<file path="src/rtl/regfile_sb_if.sv">
// Read/writeback/issue bundle for regfile_sb.
// The master drives addresses, writeback and issue; the slave returns read data, busy flags and ready.
interface regfile_sb_if #(
  parameter int XLEN = 32,
  parameter int NRD  = 2,
  parameter int AW   = 5
);
  logic [NRD*AW-1:0]   rd_addr;
  logic [NRD*XLEN-1:0] rd_data;
  logic [NRD-1:0]      rd_busy;
  logic                wr_en;
  logic [AW-1:0]       wr_addr;
  logic [XLEN-1:0]     wr_data;
  logic                iss_en;
  logic [AW-1:0]       iss_rd;
  logic                ready;

  modport master (
    output rd_addr, wr_en, wr_addr, wr_data, iss_en, iss_rd,
    input  rd_data, rd_busy, ready
  );

  modport slave (
    input  rd_addr, wr_en, wr_addr, wr_data, iss_en, iss_rd,
    output rd_data, rd_busy, ready
  );
endinterface

</file>
<file path="src/rtl/regfile_sb.sv">
// Register file with NRD combinational read ports, optional write bypass and a pending-write scoreboard.
// States: INIT = sweep zeroes mem/sb[cnt] one register per edge, outputs gated | RUN = normal operation.
module regfile_sb #(
  parameter int XLEN   = 32,
  parameter int NREG   = 32,
  parameter int NRD    = 2,
  parameter int BYPASS = 1
) (
  input  logic        clk,
  input  logic        rst,
  regfile_sb_if.slave bus
);
  localparam int AW = $clog2(NREG);

  typedef enum logic {S_INIT, S_RUN} state_e;

  state_e          state_q, state_d;
  logic [AW-1:0]   cnt_q, cnt_d;
  logic            ready_q, ready_d;
  logic [XLEN-1:0] mem_q [NREG];
  logic [NREG-1:0] sb_q;

  logic            mem_we;
  logic [AW-1:0]   mem_wa;
  logic [XLEN-1:0] mem_wd;
  logic            sb_clr, sb_set;
  logic [AW-1:0]   sb_clr_a, sb_set_a;
  logic            run;

  assign run       = (state_q == S_RUN);
  assign bus.ready = ready_q;

  always_comb begin
    state_d  = state_q;
    cnt_d    = cnt_q;
    ready_d  = ready_q;
    mem_we   = 1'b0;
    mem_wa   = bus.wr_addr;
    mem_wd   = bus.wr_data;
    sb_clr   = 1'b0;
    sb_clr_a = bus.wr_addr;
    sb_set   = 1'b0;
    sb_set_a = bus.iss_rd;
    case (state_q)
      S_INIT: begin
        mem_we   = 1'b1;
        mem_wa   = cnt_q;
        mem_wd   = '0;
        sb_clr   = 1'b1;
        sb_clr_a = cnt_q;
        if (cnt_q == AW'(NREG - 1)) begin
          state_d = S_RUN;
          ready_d = 1'b1;
        end else begin
          cnt_d = cnt_q + 1'b1;
        end
      end
      S_RUN: begin
        if (bus.wr_en && (bus.wr_addr != '0)) begin
          mem_we = 1'b1;
          sb_clr = 1'b1;
        end
        if (bus.iss_en && (bus.iss_rd != '0)) sb_set = 1'b1;
      end
      default: state_d = S_INIT;
    endcase
  end

  always_ff @(posedge clk) begin
    if (rst) begin
      state_q <= S_INIT;
      cnt_q   <= '0;
      ready_q <= 1'b0;
    end else begin
      state_q <= state_d;
      cnt_q   <= cnt_d;
      ready_q <= ready_d;
    end
  end

  // Array and scoreboard have no reset of their own; the sweep initialises them.
  always_ff @(posedge clk) begin
    if (!rst && mem_we) mem_q[mem_wa] <= mem_wd;
  end

  // Set is applied after clear so a same-edge issue wins over the writeback.
  always_ff @(posedge clk) begin
    if (!rst) begin
      if (sb_clr) sb_q[sb_clr_a] <= 1'b0;
      if (sb_set) sb_q[sb_set_a] <= 1'b1;
    end
  end

  for (genvar k = 0; k < NRD; k++) begin : g_rd
    logic [AW-1:0] ra;
    logic          valid;
    logic          byp;
    assign ra    = bus.rd_addr[k*AW +: AW];
    assign valid = run && (ra != '0);
    assign byp   = (BYPASS != 0) && valid && bus.wr_en && (bus.wr_addr == ra);
    assign bus.rd_data[k*XLEN +: XLEN] = !valid ? '0 : (byp ? bus.wr_data : mem_q[ra]);
    assign bus.rd_busy[k] = valid && !byp && sb_q[ra];
  end
endmodule

</file>
<file path="src/flat_wrapper.sv">
// flat-port wrapper written by rule: the top's interface ports become plain ports
module regfile_sb_flat 
#(
  parameter int XLEN   = 32,
  parameter int NREG   = 32,
  parameter int NRD    = 2,
  parameter int BYPASS = 1
)
  (clk, rst, bus_rd_addr, bus_wr_en, bus_wr_addr, bus_wr_data, bus_iss_en, bus_iss_rd, bus_rd_data, bus_rd_busy, bus_ready);
  regfile_sb_if #(.XLEN(XLEN), .NRD(NRD), .AW(5)) bus_i ();
  input  logic clk;
  input  logic rst;
  input wire logic [$bits(bus_i.rd_addr)-1:0] bus_rd_addr;
  input wire logic [$bits(bus_i.wr_en)-1:0] bus_wr_en;
  input wire logic [$bits(bus_i.wr_addr)-1:0] bus_wr_addr;
  input wire logic [$bits(bus_i.wr_data)-1:0] bus_wr_data;
  input wire logic [$bits(bus_i.iss_en)-1:0] bus_iss_en;
  input wire logic [$bits(bus_i.iss_rd)-1:0] bus_iss_rd;
  output wire logic [$bits(bus_i.rd_data)-1:0] bus_rd_data;
  output wire logic [$bits(bus_i.rd_busy)-1:0] bus_rd_busy;
  output wire logic [$bits(bus_i.ready)-1:0] bus_ready;
  assign bus_i.rd_addr = bus_rd_addr;
  assign bus_i.wr_en = bus_wr_en;
  assign bus_i.wr_addr = bus_wr_addr;
  assign bus_i.wr_data = bus_wr_data;
  assign bus_i.iss_en = bus_iss_en;
  assign bus_i.iss_rd = bus_iss_rd;
  assign bus_rd_data = bus_i.rd_data;
  assign bus_rd_busy = bus_i.rd_busy;
  assign bus_ready = bus_i.ready;
  regfile_sb #(.XLEN(XLEN), .NREG(NREG), .NRD(NRD), .BYPASS(BYPASS)) u_core (.clk(clk), .rst(rst), .bus(bus_i));
endmodule
</file>
<file path="config.mk">
export PLATFORM = sky130hd
export DESIGN_NAME = regfile_sb_flat
export DESIGN_NICKNAME = d
export VERILOG_FILES = /design/src/rtl/regfile_sb_if.sv /design/src/rtl/regfile_sb.sv /design/src/flat_wrapper.sv
export SDC_FILE = /design/constraint.sdc
export NUM_CORES = 1
export LEC_CHECK = 0
export CAP_MARGIN = 20
export CELL_PAD_IN_SITES_DETAIL_PLACEMENT = 1
export CELL_PAD_IN_SITES_GLOBAL_PLACEMENT = 1
export CORE_UTILIZATION = 35
export DETAILED_ROUTE_END_ITERATION = 10
export PLACE_DENSITY_LB_ADDON = 0.12
export SKIP_LAST_GASP = 1
export SLEW_MARGIN = 20
export SYNTH_ARGS = -nofsm -noshare
export SYNTH_HDL_FRONTEND = slang
export SYNTH_SLANG_ARGS = --single-unit
</file>
<file path="constraint.sdc">
create_clock -name clk -period 3.51 [get_ports clk]
set_input_delay 0.5265 -clock clk [delete_from_list [all_inputs] [get_ports clk]]
set_output_delay 0.5265 -clock clk [all_outputs]
set_load 0.02 [all_outputs]
</file>
==> impl_results.md <==
- Status: finished with violations
- Failing checks: design-rule violations
- Synth Instances: 2946
- Initial antenna violation count: 5
- CTS tree: done
- Fin nets: 3392
- Footprint of the multi-input gates: 17890 sq um
- CTS Buffer Depth: 3
- Synth top area share: 62.51%
- Synth Cell Area: 50730 sq um
- GR Util All Layers: 26.33%
- Post-route ant nets: 0
- Period Utilization, post-route: 98.41%
- Via count: 32644
- Synth Flop Type: edfxtp_1
- Max_cap viols: 0
- CTS clk-pin slew, worst paths: 60 ps
- WL/cell: 36.42 um
- Sequential cell area: 31850 sq um
- Final instance area: 61920 sq um
- P per Cell Area: 471.6 nW/um^2
- Critical path type: input port to primary output
- CP Data Arrival Time: 2930 ps
- Syn Nets: 3004
- Critical path required time: 2980 ps
- Flop pwr share: 47.7%
- H-tree Lvls: 3
- Iter 0 DRT Violations: 3457
- Vias in the first global route: 34792
- Static Leak: 20.59 nW
- DIE WIDTH: 382.7 um
- RD Place Congestion: 0.8417
- NetSw: 0.006724 W
- Register bit total from synthesis: 1063
- Crit Path Max Fanout: 40
- Avg Cell Area, Syn: 17.22 sq um
- First-pass GRT wire length: 271.6 mm
- Max Freq: 0.2895 GHz
- Synth top area cells: edfxtp_1 63%, mux4_2 14%, mux2i_1 8.5%
- Area delta synth->final: 22.06%
- Number of fill cells in the layout: 13818
- P_int: 0.02248 W
- Asr flop ratio synth: 0%
- HPWL Detailed: 125.2 mm
- Slew Limit Fails: 0
- VDD IR max: 0.4633 mV
- Post-layout min period: 3454 ps
- Final Skew: 31.13 ps
- PortBufs: 122
- Final wirelength: 194.4 mm
- Die Footprint: 146500 sq um
- Layout Utilization: 43.11%
- Placed Area: 57760 sq um
- Final TNS setup: 0 ps
- Final setup viols: 0
- Die height: 382.7 um
- Sw Share: 23.02%
- Worst setup EP type: primary output
- Clk pwr share: 43.5%
- Core Area: 143700 sq um
- EDFF count, synth: 1056
- Final WS setup: 55.77 ps
- CTS Sinks: 1063
- Setup slack after placement: -412.6 ps
- Post-synth top area cell: edfxtp_1
- ANT cells: 0
- Final hold slack: 502.0 ps
- Skew-Pair Late Insertion Delay: 740 ps
- Clock root cell: clkbuf_16
- Yosys cell types: 55
- Drt drc: 16
- Layout cells sized above 1: 30.12%
- RSZ-0062 raised after global routing: no
- Slew headroom: 22.20%
- Total global routing overflow: 0
- Comb pwr share: 8.8%
- Final hold violations: 0
- Total iterations of the first detailed-routing run: 11
- Initial core utilization: 35.32%
- FP Rows: 139
- Number of buffers created by CTS: 114
- Largest net degree at the start of global routing: 49
- Hold-fix buffers, CTS: 0
- Top Ports: 123
- Worst slew pin tran: 1164 ps
- Post-DR vias/cell: 6.118
- Seq/Total Area, Yosys: 62.78%
- Synth warn: 0
- Class of the worst hold path: flip-flop to flip-flop
- Worst setup SP type: input port
==> synth_stat cells (26+ instances only) <==
cell type  count
a221oi_1      73
a22o_1        73
a22oi_1      128
a41oi_1       32
and2_1        35
buf_2         58
buf_4         33
buf_6         37
clkbuf_1     106
edfxtp_1    1056
mux2i_1      429
mux4_2       318
nand3_1       74
nor2_1        64
o211ai_1      26
o21ai_0      146
o21ai_1       37
o22a_1        26
==> layout by cell type, fill, tap and decap left out, types with 26 or more instances in the layout <==
cell             instances
o211ai_1                26
clkinv_2                28
edfxtp_1              1056
nand3_1                 72
a22oi_1                128
a221oi_1                72
nor2_1                  27
dlygate4sd2_1           40
clkdlybuf4s50_1         48
a22o_1                  73
mux4_2                 318
o21ai_0                140
buf_12                 134
mux2i_1                429
buf_4                  283
a41oi_1                 27
o21ai_1                 39
clkbuf_16              116
nor2_4                  37
clkinv_1                27
o22a_1                  26
==> repair_timing <==
item / in CTS / in global routing
resized for setup: 63 / 12
endpoints found under the setup margin: 63 / 15
buffers inserted: 8 / 5
==> flip-flops by register name (all words and copies together), names as in the netlist <==
name and cells:
u_core.run 1, u_core.bus.ready 1, u_core.cnt_q 5, u_core.mem_q 1024, u_core.sb_q 32
==> cells by family after synthesis <==
| family | count (synthesis) | synth area share, % |
|---|---|---|
| and+or+nand+nor | 224 | 2.183 |
| muxes | 757 | 22.80 |
| adders and majority gates | 2 | 0.04932 |
| buffers and inverters | 257 | 3.024 |
| xor gates and xnor gates | 13 | 0.2244 |
| AOI/OAI and AO/OA | 630 | 8.935 |
| DFF | 1063 | 62.78 |
==> per-stage QoR <==
stage / cells / power, W
2_1_floorplan: 2946 / 0.01556
5_1_grt: 5336 / 0.02992
4_1_cts: 5329 / 0.02941
3_5_place_dp: 5106 / 0.01674
6_report: 5336 / 0.02920
3_3_place_gp: 5103 / 0.01671
==> critical path, stage by stage <==
cell and delay (ps):
buf_8 180, buf_12 240, buf_12 330, mux4_2 550, a22o_1 290, o21ai_1 270
a41oi_1 240, buf_4 230
==> power groups by stage <==
stage          Combinational (W)  Sequential (W)  Clock [W]
2_1_floorplan            0.00138          0.0142          0
3_3_place_gp             0.00253          0.0142          0
3_5_place_dp             0.00254          0.0142          0
4_1_cts                  0.00256          0.0139     0.0129
5_1_grt                  0.00267          0.0139     0.0133
6_report                 0.00257          0.0139     0.0127
==> layer usage <==
metal  GRT usage (%)  vias to the layer above  part of all wire, %
met5               0                        -                0.017
met4           8.467                        4                  3.1
met3           3.224                      286                  5.7
met2           44.78                     1328                   50
met1           34.96                    17717                   42
li1                -                    13309                    -
==> layout make-up <==
type | instances | area share [%]
multi-input combinational | 1626 | 28.89
clock inverter | 86 | 1.550
clock buffer | 129 | 4.767
timing repair buffer | 522 | 9.460
sequential | 1063 | 51.44
tap | 1903 | 3.845
inverter | 7 | 0.04849
==> worst paths after layout <==
check	startpoint	to	slack (ps)	cells past startpoint
setup / recovery	bus_rd_addr[5]	bus_rd_data[61]	60	8
hold / removal	u_core.bus.ready	u_core.bus.ready	500	2
setup reg to reg	u_core.run	u_core.mem_q[14][6]	530	7
hold reg to reg	u_core.bus.ready	u_core.bus.ready	500	2
Power figures use the tool's default switching activity.
